### src/rtl/core_pkg.sv
// Shared core types for the fetch stage: data width, IF/ID payload, NOP encoding
// and the fetch FSM state type.
package core_pkg;

  localparam int DataSize = 32;

  typedef logic [31:0] instruction_t;

  typedef struct packed {
    logic [DataSize-1:0] pc;
    instruction_t        inst;
  } if_id_t;

  // addi x0, x0, 0
  localparam instruction_t NOP = 32'h0000_0013;

  localparam logic [DataSize-1:0] InstBytes = DataSize'(4);

  localparam if_id_t IfIdNop = '{pc: '0, inst: NOP};

  typedef enum logic [1:0] {
    FETCH = 2'd0,
    HOLD  = 2'd1,
    DRAIN = 2'd2
  } fetch_state_t;

endpackage

### src/rtl/instruction_fetch.sv
// Single-outstanding instruction fetch stage with an inline skid register and IF/ID register.
// Optional macro FETCH_MISALIGN_TRAP_EN turns misaligned fetch addresses into a fault.
module instruction_fetch
  import core_pkg::*;
#(
  parameter logic [DataSize-1:0] RESET_PC = '0
) (
  input  logic                clock,
  input  logic                reset,
  output logic                inst_mem_rd_en,
  output logic [DataSize-1:0] inst_mem_addr,
  input  logic                inst_mem_ack,
  input  logic [31:0]         inst_mem_rd_dat,
  input  logic                stall,
  input  logic                flush,
  input  logic                redirect_en,
  input  logic [DataSize-1:0] redirect_pc,
  output if_id_t              if_id,
  output logic                if_id_valid,
  output logic                misaligned_fault
);

  fetch_state_t        state_q, state_d;
  logic [DataSize-1:0] pc_q, pc_d;
  logic [DataSize-1:0] drain_addr_q, drain_addr_d;
  if_id_t              skid_q, skid_d;
  if_id_t              if_id_q, if_id_d;
  logic                if_id_valid_q, if_id_valid_d;

  logic                req_active;
  logic                ack_seen;
  logic                pc_misaligned;
  logic                fault_pending;
  logic                trap_fire;
  logic [DataSize-1:0] redirect_tgt;
  if_id_t              fresh;
  logic                fresh_valid;

`ifdef FETCH_MISALIGN_TRAP_EN
  logic fault_q, fault_d;

  assign redirect_tgt  = redirect_pc;
  assign pc_misaligned = (pc_q[1:0] != 2'b00);
  assign fault_pending = fault_q;

  always_comb begin
    fault_d = fault_q;
    if (redirect_en || flush) begin
      fault_d = 1'b0;
    end else if (trap_fire) begin
      fault_d = 1'b1;
    end
  end

  always_ff @(posedge clock) begin
    if (reset) begin
      fault_q <= 1'b0;
    end else begin
      fault_q <= fault_d;
    end
  end

  assign misaligned_fault = fault_q;
`else
  // Targets are word aligned by construction, so the fault can never occur.
  assign redirect_tgt     = redirect_pc & ~{{(DataSize-2){1'b0}}, 2'b11};
  assign pc_misaligned    = 1'b0;
  assign fault_pending    = 1'b0;
  assign misaligned_fault = 1'b0;
`endif

  // A request is live in FETCH (unless the pc is faulting) and in DRAIN.
  assign req_active = !reset &&
                      (((state_q == FETCH) && !pc_misaligned) || (state_q == DRAIN));
  assign ack_seen   = req_active && inst_mem_ack;
  assign trap_fire  = (state_q == FETCH) && pc_misaligned && !fault_pending &&
                      !stall && !flush && !redirect_en;

  assign inst_mem_rd_en = req_active;
  assign inst_mem_addr  = (state_q == DRAIN) ? drain_addr_q : pc_q;

  always_comb begin
    state_d       = state_q;
    pc_d          = pc_q;
    drain_addr_d  = drain_addr_q;
    skid_d        = skid_q;
    if_id_d       = if_id_q;
    if_id_valid_d = if_id_valid_q;
    fresh         = skid_q;
    fresh_valid   = 1'b0;

    unique case (state_q)
      FETCH: begin
        if (redirect_en) begin
          pc_d = redirect_tgt;
          // The pending request must complete at its old address before refetching.
          if (req_active && !inst_mem_ack) begin
            state_d      = DRAIN;
            drain_addr_d = pc_q;
          end
        end else if (ack_seen) begin
          pc_d = pc_q + InstBytes;
          if (!flush && stall) begin
            skid_d  = '{pc: pc_q, inst: inst_mem_rd_dat};
            state_d = HOLD;
          end else if (!flush) begin
            fresh       = '{pc: pc_q, inst: inst_mem_rd_dat};
            fresh_valid = 1'b1;
          end
        end
      end

      HOLD: begin
        if (redirect_en) begin
          pc_d    = redirect_tgt;
          state_d = FETCH;
        end else if (flush) begin
          state_d = FETCH;
        end else if (!stall) begin
          fresh_valid = 1'b1;
          state_d     = FETCH;
        end
      end

      DRAIN: begin
        if (redirect_en) begin
          pc_d = redirect_tgt;
        end
        if (ack_seen) begin
          state_d = FETCH;
        end
      end

      default: begin
        state_d = FETCH;
      end
    endcase

    if (flush) begin
      if_id_d       = IfIdNop;
      if_id_valid_d = 1'b0;
    end else if (stall) begin
      if_id_d       = if_id_q;
      if_id_valid_d = if_id_valid_q;
    end else if (fresh_valid) begin
      if_id_d       = fresh;
      if_id_valid_d = 1'b1;
    end else if (trap_fire) begin
      if_id_d       = '{pc: pc_q, inst: NOP};
      if_id_valid_d = 1'b1;
    end else begin
      if_id_valid_d = 1'b0;
    end
  end

  always_ff @(posedge clock) begin
    if (reset) begin
      state_q       <= FETCH;
      pc_q          <= RESET_PC;
      drain_addr_q  <= '0;
      skid_q        <= '0;
      if_id_q       <= IfIdNop;
      if_id_valid_q <= 1'b0;
    end else begin
      state_q       <= state_d;
      pc_q          <= pc_d;
      drain_addr_q  <= drain_addr_d;
      skid_q        <= skid_d;
      if_id_q       <= if_id_d;
      if_id_valid_q <= if_id_valid_d;
    end
  end

  assign if_id       = if_id_q;
  assign if_id_valid = if_id_valid_q;

endmodule

### config.mk
export PLATFORM = sky130hd
export DESIGN_NAME = instruction_fetch
export DESIGN_NICKNAME = d
export VERILOG_FILES = /design/src/rtl/core_pkg.sv /design/src/rtl/instruction_fetch.sv
export SDC_FILE = /design/constraint.sdc
export NUM_CORES = 1
export LEC_CHECK = 0
export BUFFER_PORTS_ARGS = -buffer_cell sky130_fd_sc_hd__buf_2
export CAP_MARGIN = 20
export CORE_MARGIN = 1
export CORE_UTILIZATION = 55
export CTS_CLUSTER_DIAMETER = 150
export DETAILED_ROUTE_END_ITERATION = 16
export PLACE_DENSITY_LB_ADDON = 0.25
export SLEW_MARGIN = 10
export SYNTH_ARGS = -nofsm -noshare
export SYNTH_HDL_FRONTEND = slang
export SYNTH_SLANG_ARGS = --single-unit
### constraint.sdc
create_clock -name clock -period 2.4 [get_ports clock]
set_input_delay 0.12 -clock clock [delete_from_list [all_inputs] [get_ports clock]]
set_output_delay 0.12 -clock clock [all_outputs]
set_load 0.03 [all_outputs]
[Yosys cells after proc, flatten, opt, wreduce, memory -nomap -nowiden]
Index checks and enable logic that the tools add are counted.
Word-level totals
  register bits: 195
  input port bits: 70
  output and inout bits: 99
  logic and storage cells: 63
Operators by class
  $add $sub $neg: 1
  equal/unequal tests: 8
  muxes and demuxes: 27
  bitwise logic cells: 2
  reductions and logical operators: 17
Operators by type and width (number)
  $mux W64: 4
  $mux W32: 4
  $pmux W32 S2: 1
  $add A32 B3 Y32 const B: 1
  $mux W2: 8
  $mux W1: 8
  $ne A3 B2 Y1 const B: 2
  $pmux W2 S3: 1
  $reduce_and A3 Y1: 2
  $reduce_and A5 Y1: 1
  $logic_and A1 B1 Y1: 4
  $ne A4 B4 Y1 const B: 1
  $reduce_and A4 Y1: 1
  $reduce_or A2 Y1: 2
  $logic_not A1 Y1: 3
  $ne A3 B3 Y1 const B: 1
  $eq A2 B1 Y1 const B: 1
  $eq A2 B2 Y1 const B: 1
  $logic_not A2 Y1: 1
  $ne A2 B1 Y1 const B: 1
  $ne A2 B2 Y1 const B: 1
  $not A1 Y1: 2
  $pmux W1 S2: 1
  $reduce_and A2 Y1: 1
  other kinds (2): 2

[Logic depth before layout (Yosys ltp)]
Gate-level depths: netlist of the first run.
  depth in word-level cells: 8
  mapped depth: 10
  mapped depth without buffers: 7

[Least setup slack after synthesis of the first run]
OpenSTA, ideal clock, no wires.
  kind: reg2reg
  from: reg state_q[0]
  to: reg pc_q[4]
  library setup time: 0.128 ns
  arrival time: 1.843 ns
  required time: 2.272 ns
  setup slack: 0.429 ns
  stages on the path, launching flop included: 11
  path buffers: 4
  period minus slack after synthesis: 1.971 ns
  cells stage by stage: dfxtp_1 inv_1 ha_1 buf_2 or2_2 clkbuf_1 o21ai_1 buf_2 buf_2 a2bb2oi_1 nor2_1
On the way
  cells in the longest elaborated chain, start to end: 6
  elaborated cells on any way between the ends: 12
  classes of those cells: eq/ne (4); mux (1); reduce/logical (7)
RTL lines
  start, declared: line instruction_fetch.sv:23  | fetch_state_t state_q, state_d;
  start signal, assigned: line instruction_fetch.sv:165  | state_q <= state_d;
  $eq A2 B2 Y1 or $logic_not A2 Y1 (tied branches): line instruction_fetch.sv:74, instruction_fetch.sv:92
  $logic_or A1 B1 Y1: line instruction_fetch.sv:74  | (((state_q == FETCH) && !pc_misaligned) || (state_q == DRAIN));
  $logic_and A1 B1 Y1: line instruction_fetch.sv:73  | assign req_active = !reset &&
  $logic_and A1 B1 Y1: line instruction_fetch.sv:75  | assign ack_seen = req_active && inst_mem_ack;
  $ne A3 B3 Y1 (no source line)
  $reduce_and A3 Y1 (no source line)
  end signal, assigned: line instruction_fetch.sv:166  | pc_q <= pc_d;
  end, declared: line instruction_fetch.sv:24  | logic [DataSize-1:0] pc_q, pc_d;
Parallel ways exist; a longest one is shown, timed or not.
A chain may end at the register's enable or synchronous reset.

[Final worst setup path of the first run]
  from: in reset
  to: out inst_mem_rd_en
On the way
  cells in the longest elaborated chain, start to end: 2
RTL lines
  start, declared: line instruction_fetch.sv:9  | input logic reset,
  $logic_not A1 Y1: line instruction_fetch.sv:73
  $logic_and A1 B1 Y1: line instruction_fetch.sv:73
  end, declared: line instruction_fetch.sv:10  | output logic inst_mem_rd_en,
Every way passes these cells.

==> metrics.csv, run 1 <==
stage,metric,value,unit
finish,finish.net_count,1271,
clock_network,clkTransAtPathRegs,70,ps
synthesis,netlist_instances,1037,
sta,clock.fmax,462,MHz
placed_design,dp.final_hpwl,14000,µm
floorplan,chipHeight,127,µm
sta,worst_slew_pin_slew,678,ps
worst_setup_path,crit_chain,dlygate4sd3_1 -> buf_4 -> buf_4 -> buf_4 -> nor2_1 -> buf_2,
worst_hold_path,hold_class,in2reg,
grt,grt_start_max_net_pins,79,
placed_design,port_buffers,161,
finish,finalInstanceArea,10500,µm²
clock_network,cts_setup_buffers,0,
worst_setup_path,slowest_stage,buf_4,
synthesis,syn_avg_cell_area,8.24,µm²
grt,first_global_vias,7012,
worst_setup_path,critPathRequiredTime,2280,ps
clock_network,clk_path_buf_depth,2,
finish,post-route-util,0.689,
clock_network,cts_buffers,17,
routing,wl_per_cell,15.7,µm
sta,final_max_slew_viol_count,0,
worst_setup_path,crit_type,in2out,
sta,final_hold_viol_count,0,
run_status,outcome,"finished, final reports clean",
worst_setup_path,cpPeakStageDelay,550,ps
grt,grt_pass1_wl,35000,µm
synthesis,synth_edf_count,0,
power_and_ir_drop,finalPower,9.21,mW
synthesis,netlist_area,8540,µm²
sta,fin_crit_sh,0.902,
sta,fin_ws,234,ps
power_and_ir_drop,irDropWorstVdd,0.675,mV
sta,relSlewSlack,0.548,
synthesis,synth_flop_cell,dfxtp_1,
synthesis,yosys_warnings,0,
finish,layout_common_cells,"nand2_1, dfxtp_1, buf_2, a21oi_1, nor2_1",
grt,grt_use_total,0.275,
power_and_ir_drop,pwr_density_cell,878,nW/µm²
clock_network,htreeDepth,4,
sta,rsz0062_at_grt,no,
synthesis,ys_ff_latch,187,
placed_design,globalplace.congestion,0.850,
sta,fin_worst_skew,7.39,ps
routing,dr_total_vias,7905,
clock_network,postCtsHoldBufs,35,
finish,n_antenna_cell,0,
clock_network,cts.repair.resized,0,
synthesis,ys_types,64,
sta,hold_ws,8.23,ps
clock_network,cts.sinks,187,
placed_design,place_area,9530,µm²
sta,finalSetupViolations,0,
finish,syn_to_final_growth,22.7,%
floorplan,ios,169,
clock_network,clk_latency,440,ps
placed_design,place_ws,319,ps
routing,drc_errors,0,
floorplan,rows,45,
worst_setup_path,path_buf_inv,5,
routing,drtPass1Iterations,5,
worst_setup_path,crit_path_frequent_cell,buf_4,
finish,fill_cells,1257,
routing,finalWirelength,21900,µm
finish,layout_commonest_cell,nand2_1,
routing,postRouteAntennaNets,0,
finish,layout.cells.non_filler,1398,
finish,seq_area,3740,µm²
floorplan,die_w,127,µm
worst_setup_path,worstSetupEndpointType,primary output,
grt,grt-ovfl-total,0,
worst_setup_path,worstSetupStartpointType,primary input,
floorplan,dieArea,16000,µm²
clock_network,cts_root_buf,clkbuf_16,
sta,fin_crit,2170,ps
worst_setup_path,crit_family,buffers and inverters,
power_and_ir_drop,power_leakage,3.93,nW
sta,setup_tns,0,ps
floorplan,coreArea,15200,µm²
routing,drtIter0Drc,552,
worst_setup_path,crit_fanout,54,
worst_setup_path,worstPathArrival,2050,ps
clock_network,tritoncts,done,
placed_design,dp.cells,1331,
grt,antenna_found_initial,0,
floorplan,start_util,0.562,
synthesis,yosysSeqAreaShare,0.438,
finish,multi_input_area,4360,µm²
finish,drive_gt1_frac,0.237,
synthesis,async_reset_ff_frac,0,
run,cap_violations,0,
routing,avgViaCountPerCell,5.65,
==> worst register-to-register path, stage by stage, from the launching register on <==
cell and delay, ps:
dfxtp_1 320, inv_1 100, ha_1 330, and2b_1 230, nand2_1 100, nor2_4 120
buf_12 310, mux2i_1 200, a211oi_1 290
==> metal layers <==
metal  GRT usage  vias to the layer above  part of all wire
li1            -                     3932                 -
met1       0.386                     3678              0.47
met2       0.428                      267              0.46
met3      0.0493                       28             0.055
met4      0.0850                        0             0.014
met5           0                        -                 0
==> sequential cells by signal, summed over array words and instances (netlist names) <==
signal,cells
skid_q,62
if_id,62
state_q,2
pc_q,30
drain_addr_q,30
if_id_valid,1
==> area by class of cell <==
cell class              count  area share
clock buffers              18      0.0419
multi-input cells         745       0.416
flip-flops and latches    187       0.357
clock inverters            14      0.0152
well taps                 188      0.0224
inverters                   7     0.00251
repair buffers            239       0.145
==> final timing paths <==
kind | depth (start not counted) | slack, ps | to | start
max | 6 | 230 | inst_mem_rd_en | reset
min | 3 | 8 | pc_q[2] | redirect_pc[2]
max reg2reg | 8 | 290 | if_id[18] | state_q[1]
min reg2reg | 2 | 450 | skid_q[46] | skid_q[46]
==> logic make-up after synthesis <==
family,synth area share
AOI/OAI and AO/OA,0.190
muxes,0.108
buffers and inverters,0.0570
other,0.000439
DFF,0.438
and+or+nand+nor,0.201
adders and majority gates,0.00586
==> power breakdown <==
part           total [mW]  internal (mW)  switching [mW]
logic                2.72           1.01            1.71
registers            3.60           3.34           0.263
clock network        2.88           1.59            1.30
==> cell usage after synthesis (4+ instances only) <==
library cell,number,area share
mux2_2,27,0.036
nor2_1,90,0.040
o21ai_0,21,0.012
and3_1,5,0.0037
buf_2,16,0.0094
o31ai_1,7,0.0062
nor3_1,8,0.0047
a31oi_1,7,0.0051
nand3_1,11,0.0064
a311oi_1,4,0.0041
nand4_1,9,0.0066
buf_4,13,0.011
a21o_1,6,0.0053
and2_1,5,0.0037
dfxtp_1,187,0.44
inv_1,7,0.0031
mux2i_1,62,0.073
ha_1,4,0.0059
a211oi_1,67,0.059
a21oi_1,114,0.067
nand2_1,223,0.098
o22ai_1,4,0.0029
o211ai_1,4,0.0035
or4_1,6,0.0053
clkbuf_1,68,0.030
Note: power is estimated with default switching activity, not from simulation.
==> run 2, diff against run 1 <==
Settings changed: GPL_ROUTABILITY_DRIVEN from default to 0, PLACE_DENSITY from default to 0.87, PLACE_DENSITY_LB_ADDON 0.25 to default.
==> metrics.csv, run 2 (same netlist as run 1, synthesis figures left out) <==
stage,metric,value,unit,change
run_status,outcome,"finished, final reports clean",,unchanged
clock_network,clk_path_buf_depth,2,,unchanged
power_and_ir_drop,finalPower,9.19,mW,was 9.21 mW
sta,worst_slew_pin_slew,657,ps,was 678 ps
power_and_ir_drop,pwr_density_cell,874,nW/µm²,was 878 nW/µm²
clock_network,cts_setup_buffers,0,,unchanged
worst_setup_path,rrSetupSlack,160,ps,was 290 ps
sta,relSlewSlack,0.562,,was 0.548
worst_setup_path,crit_family,simple AND/OR/NAND/NOR gates,,was buffers and inverters
worst_setup_path,crit_fanout,19,,was 54
worst_setup_path,crit_chain,inv_1 -> ha_1 -> nor3b_1 -> o21ai_2 -> buf_4 -> or4_1 -> a31oi_1,,was dlygate4sd3_1 -> buf_4 -> buf_4 -> buf_4 -> nor2_1 -> buf_2
clock_network,tritoncts,done,,unchanged
floorplan,rows,45,,unchanged
floorplan,start_util,0.562,,unchanged
clock_network,cts_buffers,17,,unchanged
floorplan,chipHeight,127,µm,unchanged
power_and_ir_drop,power_leakage,3.93,nW,about the same
worst_setup_path,crit_type,reg2reg,,was in2out
sta,hold_ws,10.4,ps,was 8.23 ps
finish,n_antenna_cell,0,,unchanged
grt,grt_start_max_net_pins,64,,was 79
worst_setup_path,cpPeakStageDelay,480,ps,was 550 ps
clock_network,clkTransAtPathRegs,70,ps,about the same
grt,antenna_found_initial,1,,was 0
sta,final_hold_viol_count,0,,unchanged
power_and_ir_drop,irDropWorstVdd,0.546,mV,was 0.675 mV
placed_design,dp.final_hpwl,14200,µm,was 14000 µm
clock_network,htreeDepth,4,,unchanged
clock_network,clk_latency,430,ps,was 440 ps
worst_hold_path,min_to,pc_q[2],,unchanged
routing,drc_errors,0,,unchanged
worst_setup_path,timing.rr.end,pc_q[11],,was if_id[18]
placed_design,place_area,9570,µm²,was 9530 µm²
worst_setup_path,timing.rr.start,state_q[0],,was state_q[1]
floorplan,die_w,127,µm,unchanged
routing,drtPass1Iterations,6,,was 5
finish,layout_commonest_cell,nand2_1,,unchanged
routing,avgViaCountPerCell,5.73,,was 5.65
worst_setup_path,critPathRequiredTime,2750,ps,was 2280 ps
clock_network,cts.repair.resized,0,,unchanged
grt,grt-ovfl-total,0,,unchanged
worst_setup_path,worstSetupStartpointType,flop,,was primary input
placed_design,port_buffers,161,,unchanged
worst_hold_path,hold_start,redirect_pc[2],,unchanged
placed_design,place_ws,318,ps,was 319 ps
finish,finish.net_count,1269,,was 1271
clock_network,cts_root_buf,clkbuf_16,,unchanged
placed_design,dp.cells,1329,,was 1331
routing,dr_total_vias,8003,,was 7905
finish,finalInstanceArea,10500,µm²,about the same
clock_network,postCtsHoldBufs,35,,unchanged
grt,first_global_vias,7183,,was 7012
finish,layout.cells.non_filler,1396,,was 1398
routing,postRouteAntennaNets,0,,unchanged
sta,fin_crit,2240,ps,was 2170 ps
finish,layout_common_cells,"nand2_1, dfxtp_1, buf_2, a21oi_1, nor2_1",,unchanged
sta,clock.fmax,446,MHz,was 462 MHz
finish,drive_gt1_frac,0.236,,was 0.237
worst_hold_path,whs_path_depth,3,,unchanged
worst_setup_path,reg2reg_depth,7,,was 8
finish,fill_cells,1204,,was 1257
sta,fin_ws,157,ps,was 234 ps
floorplan,dieArea,16000,µm²,unchanged
finish,syn_to_final_growth,23.1,%,was 22.7%
floorplan,ios,169,,unchanged
grt,grt_use_total,0.274,,was 0.275
grt,grt_pass1_wl,35500,µm,was 35000 µm
floorplan,coreArea,15200,µm²,unchanged
sta,fin_worst_skew,5.49,ps,was 7.39 ps
clock_network,cts.sinks,187,,unchanged
routing,wl_per_cell,15.6,µm,was 15.7 µm
worst_setup_path,worstSetupEndpointType,flop,,was primary output
worst_setup_path,slowest_stage,or4_1,,was buf_4
sta,fin_crit_sh,0.934,,was 0.902
sta,rsz0062_at_grt,no,,unchanged
worst_setup_path,path_buf_inv,2,,was 5
sta,final_max_slew_viol_count,0,,unchanged
sta,finalSetupViolations,0,,unchanged
routing,drtIter0Drc,553,,was 552
worst_hold_path,hold_class,in2reg,,unchanged
routing,finalWirelength,21800,µm,was 21900 µm
sta,setup_tns,0,ps,unchanged
finish,post-route-util,0.692,,was 0.689
worst_setup_path,worstPathArrival,2590,ps,was 2050 ps
worst_setup_path,startpoint,state_q[0],,was reset
run,cap_violations,0,,unchanged
-- run 2: per-layer routing --
metal	GRT usage	wire length, µm
met3	0.0527	1510
met2	0.432	9970
met4	0.108	399
met1	0.370	9900
met5	0	13
-- run 2: tightest hold or removal path, delay by kind of cell --
kind / cells / cell delay [ps]
AND/OR/NAND/NOR: 1 / 80
buffers and inverters: 1 / 110
AO/OA/AOI/OAI: 1 / 80
-- run 2: cell type report --
cell class | count | area, µm² | area share
Clock buffer | 19 | 453 | 0.0431
Clock inverter | 13 | 144 | 0.0137
Tap cell | 188 | 235 | 0.0224
Inverter | 7 | 26.3 | 0.00250
Timing Repair Buffer | 237 | 1550 | 0.148
Multi-Input combinational cell | 745 | 4360 | 0.414
Sequential cell | 187 | 3740 | 0.356
-- run 2: worst max path at each step --
stage	endpoint	slack [ps]	cells after the start
detailed placement	if_id[40]	320	7
finish	pc_q[11]	160	7
global route	pc_q[11]	70	7
CTS	pc_q[11]	180	7
floorplan	pc_q[4]	430	10
global placement	pc_q[11]	390	7
-- run 2: report_power, final --
part | total, mW | switching, mW | internal, mW
Sequential | 3.60 | 0.264 | 3.34
Combinational | 2.77 | 1.72 | 1.05
Clock | 2.82 | 1.22 | 1.60
Total | 9.19 | 3.21 | 5.98
